--- config.mk ---
export PLATFORM = sky130hd
export DESIGN_NAME = fml_arb2
export DESIGN_NICKNAME = d
export VERILOG_FILES = /design/src/rtl/fml_arb2_pkg.sv /design/src/rtl/fml_arb2_wdata.sv /design/src/rtl/fml_arb2.sv
export SDC_FILE = /design/constraint.sdc
export NUM_CORES = 1
export LEC_CHECK = 0
export ABC_AREA = 1
export BUFFER_PORTS_ARGS = -buffer_cell sky130_fd_sc_hd__buf_2
export CAP_MARGIN = 20
export CORE_AREA = 4 4 193 195
export CTS_BUF_LIST = sky130_fd_sc_hd__clkbuf_4
export DETAILED_ROUTE_END_ITERATION = 10
export DIE_AREA = 0 0 197 199
export PLACE_DENSITY = 0.34
export SLEW_MARGIN = 20
export SYNTH_ARGS = -nofsm -noshare
export SYNTH_HDL_FRONTEND = slang
export SYNTH_SLANG_ARGS = --single-unit
--- constraint.sdc ---
create_clock -name sys_clk -period 1.5 [get_ports sys_clk]
set_input_delay 0.15 -clock sys_clk [delete_from_list [all_inputs] [get_ports sys_clk]]
set_output_delay 0.15 -clock sys_clk [all_outputs]
set_load 0.01 [all_outputs]
--- src/rtl/fml_arb2_pkg.sv ---
// Shared constants for the two-master FML 4x64 arbiter.
package fml_arb2_pkg;

    localparam int FML_BEATS = 4;
    localparam int FML_DW    = 64;
    localparam int FML_SELW  = 8;

    localparam logic GNT_M0 = 1'b0;
    localparam logic GNT_M1 = 1'b1;

    typedef enum logic {
        ST_GNT_M0 = 1'b0,
        ST_GNT_M1 = 1'b1
    } grant_e;

    function automatic grant_e otherMaster(input grant_e g);
        return (g == ST_GNT_M0) ? ST_GNT_M1 : ST_GNT_M0;
    endfunction

endpackage

--- src/rtl/fml_arb2_wdata.sv ---
// Write-data window: after a write eack, steers BURST_LEN beats of di/sel
// from the master that owned that burst.
module fml_arb2_wdata
    import fml_arb2_pkg::*;
#(
    parameter int BURST_LEN = FML_BEATS
) (
    input  logic                i_clk,
    input  logic                i_rst_n,
    input  logic                i_load,
    input  logic                i_owner,
    input  logic [FML_DW-1:0]   i_m0_di,
    input  logic [FML_SELW-1:0] i_m0_sel,
    input  logic [FML_DW-1:0]   i_m1_di,
    input  logic [FML_SELW-1:0] i_m1_sel,
    output logic [FML_DW-1:0]   o_s_di,
    output logic [FML_SELW-1:0] o_s_sel
);

    localparam int CW = $clog2(BURST_LEN + 1);

    logic [CW-1:0] r_wcnt;
    logic          r_wown;
    logic          w_active;

    always_ff @(posedge i_clk) begin
        if (!i_rst_n) begin
            r_wcnt <= '0;
            r_wown <= GNT_M0;
        end else if (i_load) begin
            r_wcnt <= CW'(BURST_LEN);
            r_wown <= i_owner;
        end else if (r_wcnt != '0) begin
            r_wcnt <= r_wcnt - CW'(1);
        end
    end

    assign w_active = (r_wcnt != '0);

    // Byte enables must be quiet outside the window so the controller never
    // sees a stray write beat; data itself is a don't-care there.
    always_comb begin
        o_s_di  = (r_wown == GNT_M1) ? i_m1_di : i_m0_di;
        o_s_sel = '0;
        if (w_active) begin
            o_s_sel = (r_wown == GNT_M1) ? i_m1_sel : i_m0_sel;
        end
    end

endmodule

--- src/rtl/fml_arb2.sv ---
// Two-master, one-slave FML 4x64 arbiter: round-robin address-phase grant,
// eack routing and write-data steering. Define FML_ARB_FIXED_PRIO_EN for
// strict master-0 priority instead of round-robin.
module fml_arb2
    import fml_arb2_pkg::*;
#(
    parameter int SDRAM_DEPTH = 26,
    parameter int BURST_LEN   = FML_BEATS
) (
    input  logic                   sys_clk,
    input  logic                   sys_rst_n,

    input  logic [SDRAM_DEPTH-1:0] m0_adr,
    input  logic                   m0_stb,
    input  logic                   m0_we,
    output logic                   m0_eack,
    input  logic [FML_SELW-1:0]    m0_sel,
    input  logic [FML_DW-1:0]      m0_di,
    output logic [FML_DW-1:0]      m0_do,

    input  logic [SDRAM_DEPTH-1:0] m1_adr,
    input  logic                   m1_stb,
    input  logic                   m1_we,
    output logic                   m1_eack,
    input  logic [FML_SELW-1:0]    m1_sel,
    input  logic [FML_DW-1:0]      m1_di,
    output logic [FML_DW-1:0]      m1_do,

    output logic [SDRAM_DEPTH-1:0] s_adr,
    output logic                   s_stb,
    output logic                   s_we,
    input  logic                   s_eack,
    output logic [FML_SELW-1:0]    s_sel,
    output logic [FML_DW-1:0]      s_di,
    input  logic [FML_DW-1:0]      s_do
);

    grant_e r_grant;
    grant_e w_grant_next;
    logic   w_cur_stb;
    logic   w_oth_stb;
    logic   w_owner;

    always_ff @(posedge sys_clk) begin
        if (!sys_rst_n) begin
            r_grant <= ST_GNT_M0;
        end else begin
            r_grant <= w_grant_next;
        end
    end

    assign w_cur_stb = (r_grant == ST_GNT_M1) ? m1_stb : m0_stb;
    assign w_oth_stb = (r_grant == ST_GNT_M1) ? m0_stb : m1_stb;

    // A live request is never preempted; the grant only moves on eack or
    // when the grantee has gone idle.
    always_comb begin
        w_grant_next = r_grant;
`ifdef FML_ARB_FIXED_PRIO_EN
        if (s_eack || !w_cur_stb) begin
            if (m0_stb) begin
                w_grant_next = ST_GNT_M0;
            end else if (m1_stb) begin
                w_grant_next = ST_GNT_M1;
            end
        end
`else
        if (s_eack || !w_cur_stb) begin
            if (w_oth_stb) begin
                w_grant_next = otherMaster(r_grant);
            end
        end
`endif
    end

    assign w_owner = (r_grant == ST_GNT_M1) ? GNT_M1 : GNT_M0;

    always_comb begin
        s_adr   = (r_grant == ST_GNT_M1) ? m1_adr : m0_adr;
        s_we    = (r_grant == ST_GNT_M1) ? m1_we  : m0_we;
        s_stb   = w_cur_stb & sys_rst_n;
        m0_eack = s_eack & sys_rst_n & (r_grant == ST_GNT_M0);
        m1_eack = s_eack & sys_rst_n & (r_grant == ST_GNT_M1);
    end

    assign m0_do = s_do;
    assign m1_do = s_do;

    fml_arb2_wdata #(
        .BURST_LEN (BURST_LEN)
    ) u_wdata (
        .i_clk    (sys_clk),
        .i_rst_n  (sys_rst_n),
        .i_load   (s_eack & s_we),
        .i_owner  (w_owner),
        .i_m0_di  (m0_di),
        .i_m0_sel (m0_sel),
        .i_m1_di  (m1_di),
        .i_m1_sel (m1_sel),
        .o_s_di   (s_di),
        .o_s_sel  (s_sel)
    );

endmodule

==> results of run 1 <==
==> worst paths after layout <==
kind,depth (start not counted),from,endpoint
setup / recovery,6,u_wdata.r_wcnt[0],s_sel[4]
hold / removal,3,m1_stb,r_grant
setup reg to reg,7,u_wdata.r_wcnt[0],u_wdata.r_wcnt[2]
hold reg to reg,2,u_wdata.r_wcnt[1],u_wdata.r_wcnt[1]
==> state kept, by name, summed over array words and instances, names as in the netlist <==
| name | count |
|---|---|
| u_wdata.r_wcnt | 3 |
| r_grant | 1 |
| u_wdata.r_wown | 1 |
==> timing repair <==
| action | in CTS | in global routing |
|---|---|---|
| gates cloned | 0 | 4 |
| setup endpoints to repair | 8 | 32 |
| buffers inserted | 2 | 1 |
| pin swaps | 2 | 0 |
| gates resized for setup | 13 | 12 |
==> routing by layer <==
layer | wire length [um] | vias to the layer above
li1 | - | 1677
met1 | 5348 | 1349
met2 | 6081 | 308
met3 | 2185 | 20
met4 | 127 | 4
met5 | 40 | -
==> critical path, stage by stage (launching register included) <==
cell and delay, ns:
dfxtp_2 0.34, inv_2 0.04, ha_4 0.15, ha_4 0.16
buf_8 0.13, a21oi_1 0.11, buf_2 0.14
==> power by group <==
part / switching, mW / internal [mW] / total, mW
clock: 0.0822 / 0.120 / 0.202
sequential: 0.0306 / 0.177 / 0.208
combinational: 1.04 / 0.922 / 1.96
==> cell usage in the layout (no fill, tap or decap) <==
cell type	n
a21oi_1	5
a21oi_2	7
buf_12	3
buf_2	303
buf_4	6
buf_6	4
buf_8	1
clkbuf_16	4
clkbuf_4	4
dfxtp_1	2
dfxtp_2	2
dfxtp_4	1
ha_1	1
ha_4	2
inv_1	6
inv_2	3
inv_8	1
nand2_1	295
nand2_2	1
nand3_1	1
nor2_1	5
nor3_1	2
o211ai_1	1
o21ai_0	2
xor2_1	1
==> logic make-up (layout without fill, tap and decap cells) <==
logic type / Yosys count / count (layout) / synth area share (%)
and+or+nand+nor: 304 / 304 / 45.90
buffers and inverters: 160 / 335 / 45.15
AOI/OAI and AO/OA: 15 / 15 / 3.103
DFF: 5 / 5 / 4.004
adders and majority gates: 3 / 3 / 1.502
xor gates and xnor gates: 1 / 1 / 0.3504
==> area by class of cell <==
cell class | instances | area (sq um)
clock buffers | 4 | 30.03
fillers | 4198 | 31530
inverters | 10 | 45.04
multi-input cells | 323 | 1323
flip-flops and latches | 5 | 106.4
well taps | 461 | 576.8
repair buffers | 321 | 1782
==> through the flow <==
step	std cells	util, %
after floorplan	488	-
after global placement	1113	10.24
after global routing	1124	10.91
after detailed placement	1113	10.24
after CTS	1119	10.51
final	1124	10.91
==> impl_metrics.ini, run 1 <==
[outcome]
status = complete, no violations

[drt]
viasPerCell = 2.988
antenna_left = 0
wl_um = 13780
drt_iter0_markers = 69
vias = 3358
drtPass1Iterations = 4
wl_per_cell_um = 12.26
drc = 0

[final_layout]
syn_to_final_growth_pct = 54.50
drive_above_1_share_pct = 51.58
nets = 934
final_cell_area_sq_um = 3862
antenna_cells = 0

[yosys]
yosysSeqAreaShare_pct = 4.004
synth_cells = 488
async_reset_ff_share_pct = 0
synth_top_area_share_pct = 44.29
synth_top_cell_by_area = nand2_1
ys_top_cells_by_count = nand2_1 (295), buf_4 (133), buf_2 (15)
synth_edf_count = 0
yosys.cell_types.count = 18
ys.flop_type = dfxtp_1
synth_area_sq_um = 2500
yosysWarnings = 0
ys_top_cells_by_area = nand2_1 (44%), buf_4 (40%), dfxtp_1 (4.0%)
syn-num-nets = 758
synth.most_common_cell = nand2_1
synth_seq_cells = 5
avgSynthCellArea_sq_um = 5.123

[place]
dpl-instance-area_sq_um = 3623
place_hpwl_um = 10990
dp_slack_ns = 0.06491
portBuffers = 304
gp_congestion = 0.6970

[critical_path]
cp-start-kind = register
endpoint_kind = output port
r2r_setup_slack_ns = 0.16
required_ns = 1.35
crit_type = reg -> out
critical_path.max_fanout = 6
cp.arrival_ns = 1.34

[sta]
final-setup-viol-count = 0
min_period_over_period_pct = 99.41
worst-slew-pin-transition_ns = 0.2556
final-hold-violation-count = 0
fin_tns_setup_ns = 0
drv_slew = 0
rsz0062_at_grt = true
fin_worst_skew_ns = 0.01636
fin_hold_ws_ns = 0.1499
slew_headroom_pct = 82.94
setup_ws_ns = 0.008855
fmax_ghz = 0.6706
period_needed_ns = 1.491

[min_path]
min-delay-path-class = in -> reg

[clock_network]
postCtsHoldBufs = 0
cts_tree = yes
cts_max_level = 1
clk_pin_slew_ns = 0.07
clk_path_buf_depth = 2
cts_sinks = 5
worst_skew_pair.late_latency_ns = 0.26
cts_root_buf = clkbuf_4
numCtsBuffers = 3

[die]
core-area_sq_um = 35400
dieWidth_um = 197
dieArea_sq_um = 39200
pin_count = 497
num_rows = 69
fp.dieH_um = 199
start_util_pct = 7.063

[pwr]
leakage_nw = 2.359
finalPower_mw = 2.373
p_per_area_nw_per_um2 = 614.3
ir_worst_vdd_mv = 0.2689

[global_route]
grt_max_degree = 61
track_usage_pct = 5.515
busiest_layer = met2
grt_pass1_vias = 3089
grt_pass1_wl_um = 16950
gr-total-overflow = 0
grtUsageMet3_pct = 3.540
globalRouteMet2Util_pct = 9.078
antenna_found_initial = 2
grt_use_met1_pct = 6.250

[job]
maxCapViolations = 0
Note: power is estimated with default switching activity, not from simulation.
==> run 2: changes to the inputs <==
- clock period: 1.5 -> 1.7 ns (I/O delays scaled with it)
==> impl_metrics.ini, run 2 (synthesis gave the netlist of run 1 again) <==
[outcome]
status = complete, no violations

[place]
portBuffers = 304
placedCellCount = 1113
gp_congestion = 0.7054
place_hpwl_um = 11170

[pwr]
ir_worst_vdd_mv = 0.2074
leakage_nw = 2.277
p_per_area_nw_per_um2 = 496.3
finalPower_mw = 1.818

[sta]
worst-slew-pin-transition_ns = 0.4194
fin_worst_skew_ns = 0.01685
final-setup-viol-count = 0
fmax_ghz = 0.6225
fin_hold_ws_ns = 0.1976
min_period_over_period_pct = 94.49
final-hold-violation-count = 0
rsz0062_at_grt = true
period_needed_ns = 1.606
slew_headroom_pct = 71.75
drv_slew = 0

[drt]
drt_iter0_markers = 47
antenna_left = 0
wl_um = 12660
wl_per_cell_um = 11.31
viasPerCell = 2.963
vias = 3319
drc = 0
drtPass1Iterations = 4

[critical_path]
crit_family = adder cells
cp.arrival_ns = 1.44
cp-startpoint = u_wdata.r_wcnt[0]
reg2reg_to = u_wdata.r_wcnt[2]
r2r_setup_slack_ns = 0.40
timing.rr.start = u_wdata.r_wcnt[0]
crit_type = reg -> out
max_stage_delay_ns = 0.32
crit_path_top_delay_cell = dfxtp_2
path_buf_inv = 3
cp_cell_sequence = inv_1 -> ha_1 -> ha_2 -> buf_6 -> a21oi_1 -> buf_2
critical_path.max_fanout = 10
cp-start-kind = register
required_ns = 1.53
endpoint_kind = output port
worstRegToRegCells = 6

[global_route]
gr-total-overflow = 0
grt_pass1_wl_um = 17240
antenna_found_initial = 1
grt_max_degree = 38
track_usage_pct = 5.600
grt_pass1_vias = 3120

[final_layout]
nets = 927
syn_to_final_growth_pct = 46.55
layout_common_cells = buf_2 (304), nand2_1 (295), a21oi_1 (10)
fillers = 4205
largest_reg_flops = 3
layout_commonest_cell = buf_2
seq_area_sq_um = 102.6
top_register = u_wdata.r_wcnt
multi_input_area_sq_um = 1281
drive_above_1_share_pct = 49.70
top_regs = u_wdata.r_wcnt (3), r_grant (1), u_wdata.r_wown (1)
final_cells = 1120

[min_path]
min_path_cells = 3
holdCritStartpoint = m1_stb
min-delay-path-class = in -> reg
hold_end = r_grant

[die]
pin_count = 497
dieWidth_um = 197
fp.dieH_um = 199
start_util_pct = 7.063
dieArea_sq_um = 39200
num_rows = 69
core-area_sq_um = 35400

[clock_network]
cts_root_buf = clkbuf_4
postCtsHoldBufs = 0
cts_sinks = 5
numCtsBuffers = 3
worst_skew_pair.late_latency_ns = 0.25
cts_setup_buffers = 0
clk_pin_slew_ns = 0.06
cts_max_level = 1
cts_tree = yes
clk_path_buf_depth = 2

[job]
maxCapViolations = 0
run 2: worst max path at each step:
stage	cells past startpoint	to	slack, ns
after global placement	6	s_sel[4]	0.26
final	6	s_sel[2]	0.09
after floorplan	5	s_sel[0]	0.36
after global routing	6	s_sel[2]	-0.01
after detailed placement	6	s_sel[6]	0.24
after CTS	6	s_sel[6]	0.03
run 2: timing repair:
item                       CTS  global route
setup endpoints to repair    4             8
pin swaps                    0             0
gates resized for setup      2             3
run 2: cell type report:
type | count | share of cell area [%]
repair buffers | 314 | 44.36
clock buffers | 4 | 0.8197
diodes | 3 | 0.2049
well taps | 461 | 15.74
flip-flops and latches | 5 | 2.801
inverters | 10 | 1.093
multi-input cells | 323 | 34.97
run 2: metrics by stage:
stage	TNS [ns]	worst slack, ns	area [sq um]	util, %
after global routing	-0.03206	-0.01455	3664	10.35
after floorplan	0	0.3595	2500	-
after global placement	0	0.2586	3611	10.20
after detailed placement	0	0.2377	3611	10.20
final	0	0.09364	3664	10.35
after CTS	0	0.03407	3647	10.30
run 2: report_power, final:
part	total, mW	leakage (nW)	internal (mW)	switching [mW]
combinational	1.47	2.22	0.648	0.827
sequential	0.176	0.0421	0.155	0.0210
clock	0.167	0.0184	0.106	0.0618
total	1.82	2.28	0.908	0.910
run 2: worst reg2reg max path, stage by stage, from the launching register on:
cell and delay (ns):
dfxtp_2 0.32, inv_1 0.04, ha_1 0.20, ha_2 0.20
buf_6 0.15, o21ai_0 0.18, a21oi_1 0.09
run 2: per-layer routing:
metal / up-vias / routed length, um / track usage, % / part of all wire, %
met5: - / 0 / 0.2469 / 0
met4: 0 / 55 / 0.4109 / 0.43
met3: 12 / 2176 / 3.489 / 17
met2: 302 / 5599 / 9.384 / 44
met1: 1339 / 4830 / 6.340 / 38
li1: 1666 / - / - / -
==> run 3: changes to the inputs <==
- BUFFER_PORTS_ARGS: -buffer_cell sky130_fd_sc_hd__buf_2 -> -buffer_cell sky130_fd_sc_hd__buf_4
- MAX_ROUTING_LAYER: default -> met4
==> impl_metrics.ini, run 3 (synthesis gave the netlist of run 1 again) <==
[outcome]
status = complete, no violations

[clock_network]
clk_pin_slew_ns = 0.07
cts_root_buf = clkbuf_4
numCtsBuffers = 3
clk_path_buf_depth = 2
cts_sinks = 5
cts_max_level = 1
worst_skew_pair.late_latency_ns = 0.26
cts_tree = yes

[sta]
period_needed_ns = 1.614
drv_slew = 0
rsz0062_at_grt = false
final-hold-violation-count = 0
slew_headroom_pct = 76.81
worst-slew-pin-transition_ns = 0.3478
fmax_ghz = 0.6197
setup_ws_ns = 0.08631
min_period_over_period_pct = 94.92
final-setup-viol-count = 0
fin_tns_setup_ns = 0
fin_worst_skew_ns = 0.01696

[min_path]
min_path_cells = 3
min-delay-path-class = in -> reg
holdCritStartpoint = m1_stb
hold_end = r_grant

[drt]
drc = 0
viasPerCell = 2.996
wl_per_cell_um = 12.22
wl_um = 13660
drtPass1Iterations = 6
antenna_left = 0
drt_iter0_markers = 55
vias = 3349

[place]
gp_congestion = 0.7459
dp_slack_ns = 0.2533
place_hpwl_um = 11620
portBuffers = 304

[pwr]
power_switching_share_pct = 44.61
p_seq_share_pct = 8.0
leakage_nw = 2.528
power.net_switching_mw = 0.9668
combPwrFrac_pct = 83.9
p_per_area_nw_per_um2 = 489.2
ir_worst_vdd_mv = 0.2079
internal-power_mw = 1.200
p_clk_share_pct = 8.1

[critical_path]
cp_cell_sequence = inv_1 -> ha_1 -> ha_2 -> buf_6 -> a21oi_1 -> buf_4
critical_path.max_fanout = 10
cp-start-kind = register
worstRegToRegCells = 6
r2r_setup_slack_ns = 0.35
path_buf_inv = 3
max_stage_delay_ns = 0.33
crit_path_top_delay_cell = dfxtp_1
endpoint_kind = output port
required_ns = 1.53
cp.arrival_ns = 1.44
crit_family = adder cells
timing.rr.start = r_grant
reg2reg_to = u_wdata.r_wcnt[1]
crit_type = reg -> out

[final_layout]
top_regs = u_wdata.r_wcnt (3), r_grant (1), u_wdata.r_wown (1)
nets = 928
drive_above_1_share_pct = 49.92
largest_reg_flops = 3
top_register = u_wdata.r_wcnt
layout_common_cells = buf_4 (312), nand2_1 (295), inv_1 (8), a21oi_1 (8), nor2_1 (5)
layout_commonest_cell = buf_4
syn_to_final_growth_pct = 77.23
antenna_cells = 0

[die]
start_util_pct = 7.063
pin_count = 497
num_rows = 69
fp.dieH_um = 199
dieArea_sq_um = 39200
dieWidth_um = 197
core-area_sq_um = 35400

[job]
maxCapViolations = 0

[global_route]
grt_max_degree = 73
gr-total-overflow = 0
track_usage_pct = 6.259
grt_pass1_vias = 3260
antenna_found_initial = 0
grt_pass1_wl_um = 18680
## run 3: cell types whose count changed in the layout (fill, tap and decap cells not counted), sizes merged
cell	before	now
diode	3	0
buf	314	315
## run 3: cell type report
type / count / area, sq um
multi-input combinational: 323 / 1289
clock buffer: 4 / 30.03
sequential: 5 / 101.3
timing repair buffer: 315 / 2394
fill: 4166 / 30970
inverter: 10 / 40.04
tap: 461 / 576.8
## run 3: per-layer routing
layer	wire (um)	GRT usage, %	up-vias
li1	-	-	1662
met1	5454	7.205	1378
met2	6016	10.01	295
met3	2123	3.506	14
met4	65	0.4879	0
met5	0	-	-
## run 3: power by group through the flow
stage               Clock (mW)  Combinational, mW  Sequential [mW]
floorplan                    0               1.03            0.170
detailed placement           0               1.81            0.177
global placement             0               1.82            0.175
CTS                      0.185               1.84            0.174
finish                   0.175               1.82            0.174
global route             0.197               2.01            0.176
## run 3: timing repair
item	4_1_cts	5_1_grt
gates cloned	0	0
setup buffers	0	0
gates resized for setup	2	4
hold buffers	0	0
endpoints found under the setup margin	4	8
## run 3: worst max path at each step
stage | startpoint | to | depth (start not counted)
global placement | u_wdata.r_wcnt[0] | s_sel[6] | 6
floorplan | u_wdata.r_wcnt[0] | s_sel[0] | 5
CTS | u_wdata.r_wcnt[0] | s_sel[2] | 6
detailed placement | u_wdata.r_wcnt[0] | s_sel[6] | 6
global route | u_wdata.r_wcnt[0] | s_sel[4] | 6
finish | u_wdata.r_wcnt[0] | s_sel[4] | 6
## run 3: worst reg2reg max path, stage by stage, from the launching register on
cell and delay (ns):
dfxtp_1 0.34, inv_2 0.20, nand2_1 0.13, nand2_1 0.12, nand2_1 0.15, nand2_1 0.22, nor2_1 0.06
## run 3: per-stage QoR
stage	area (sq um)	instances	utilization (%)	power (mW)	hold WS, ns
final	4431	1118	12.52	2.167	0.1562
after global routing	4431	1118	12.52	2.379	0.1581
after CTS	4417	1118	12.48	2.196	0.1525
after detailed placement	4379	1114	12.37	1.984	0.3401
after global placement	4379	1114	12.37	1.994	0.3401
after floorplan	2500	488	-	1.204	0.2962
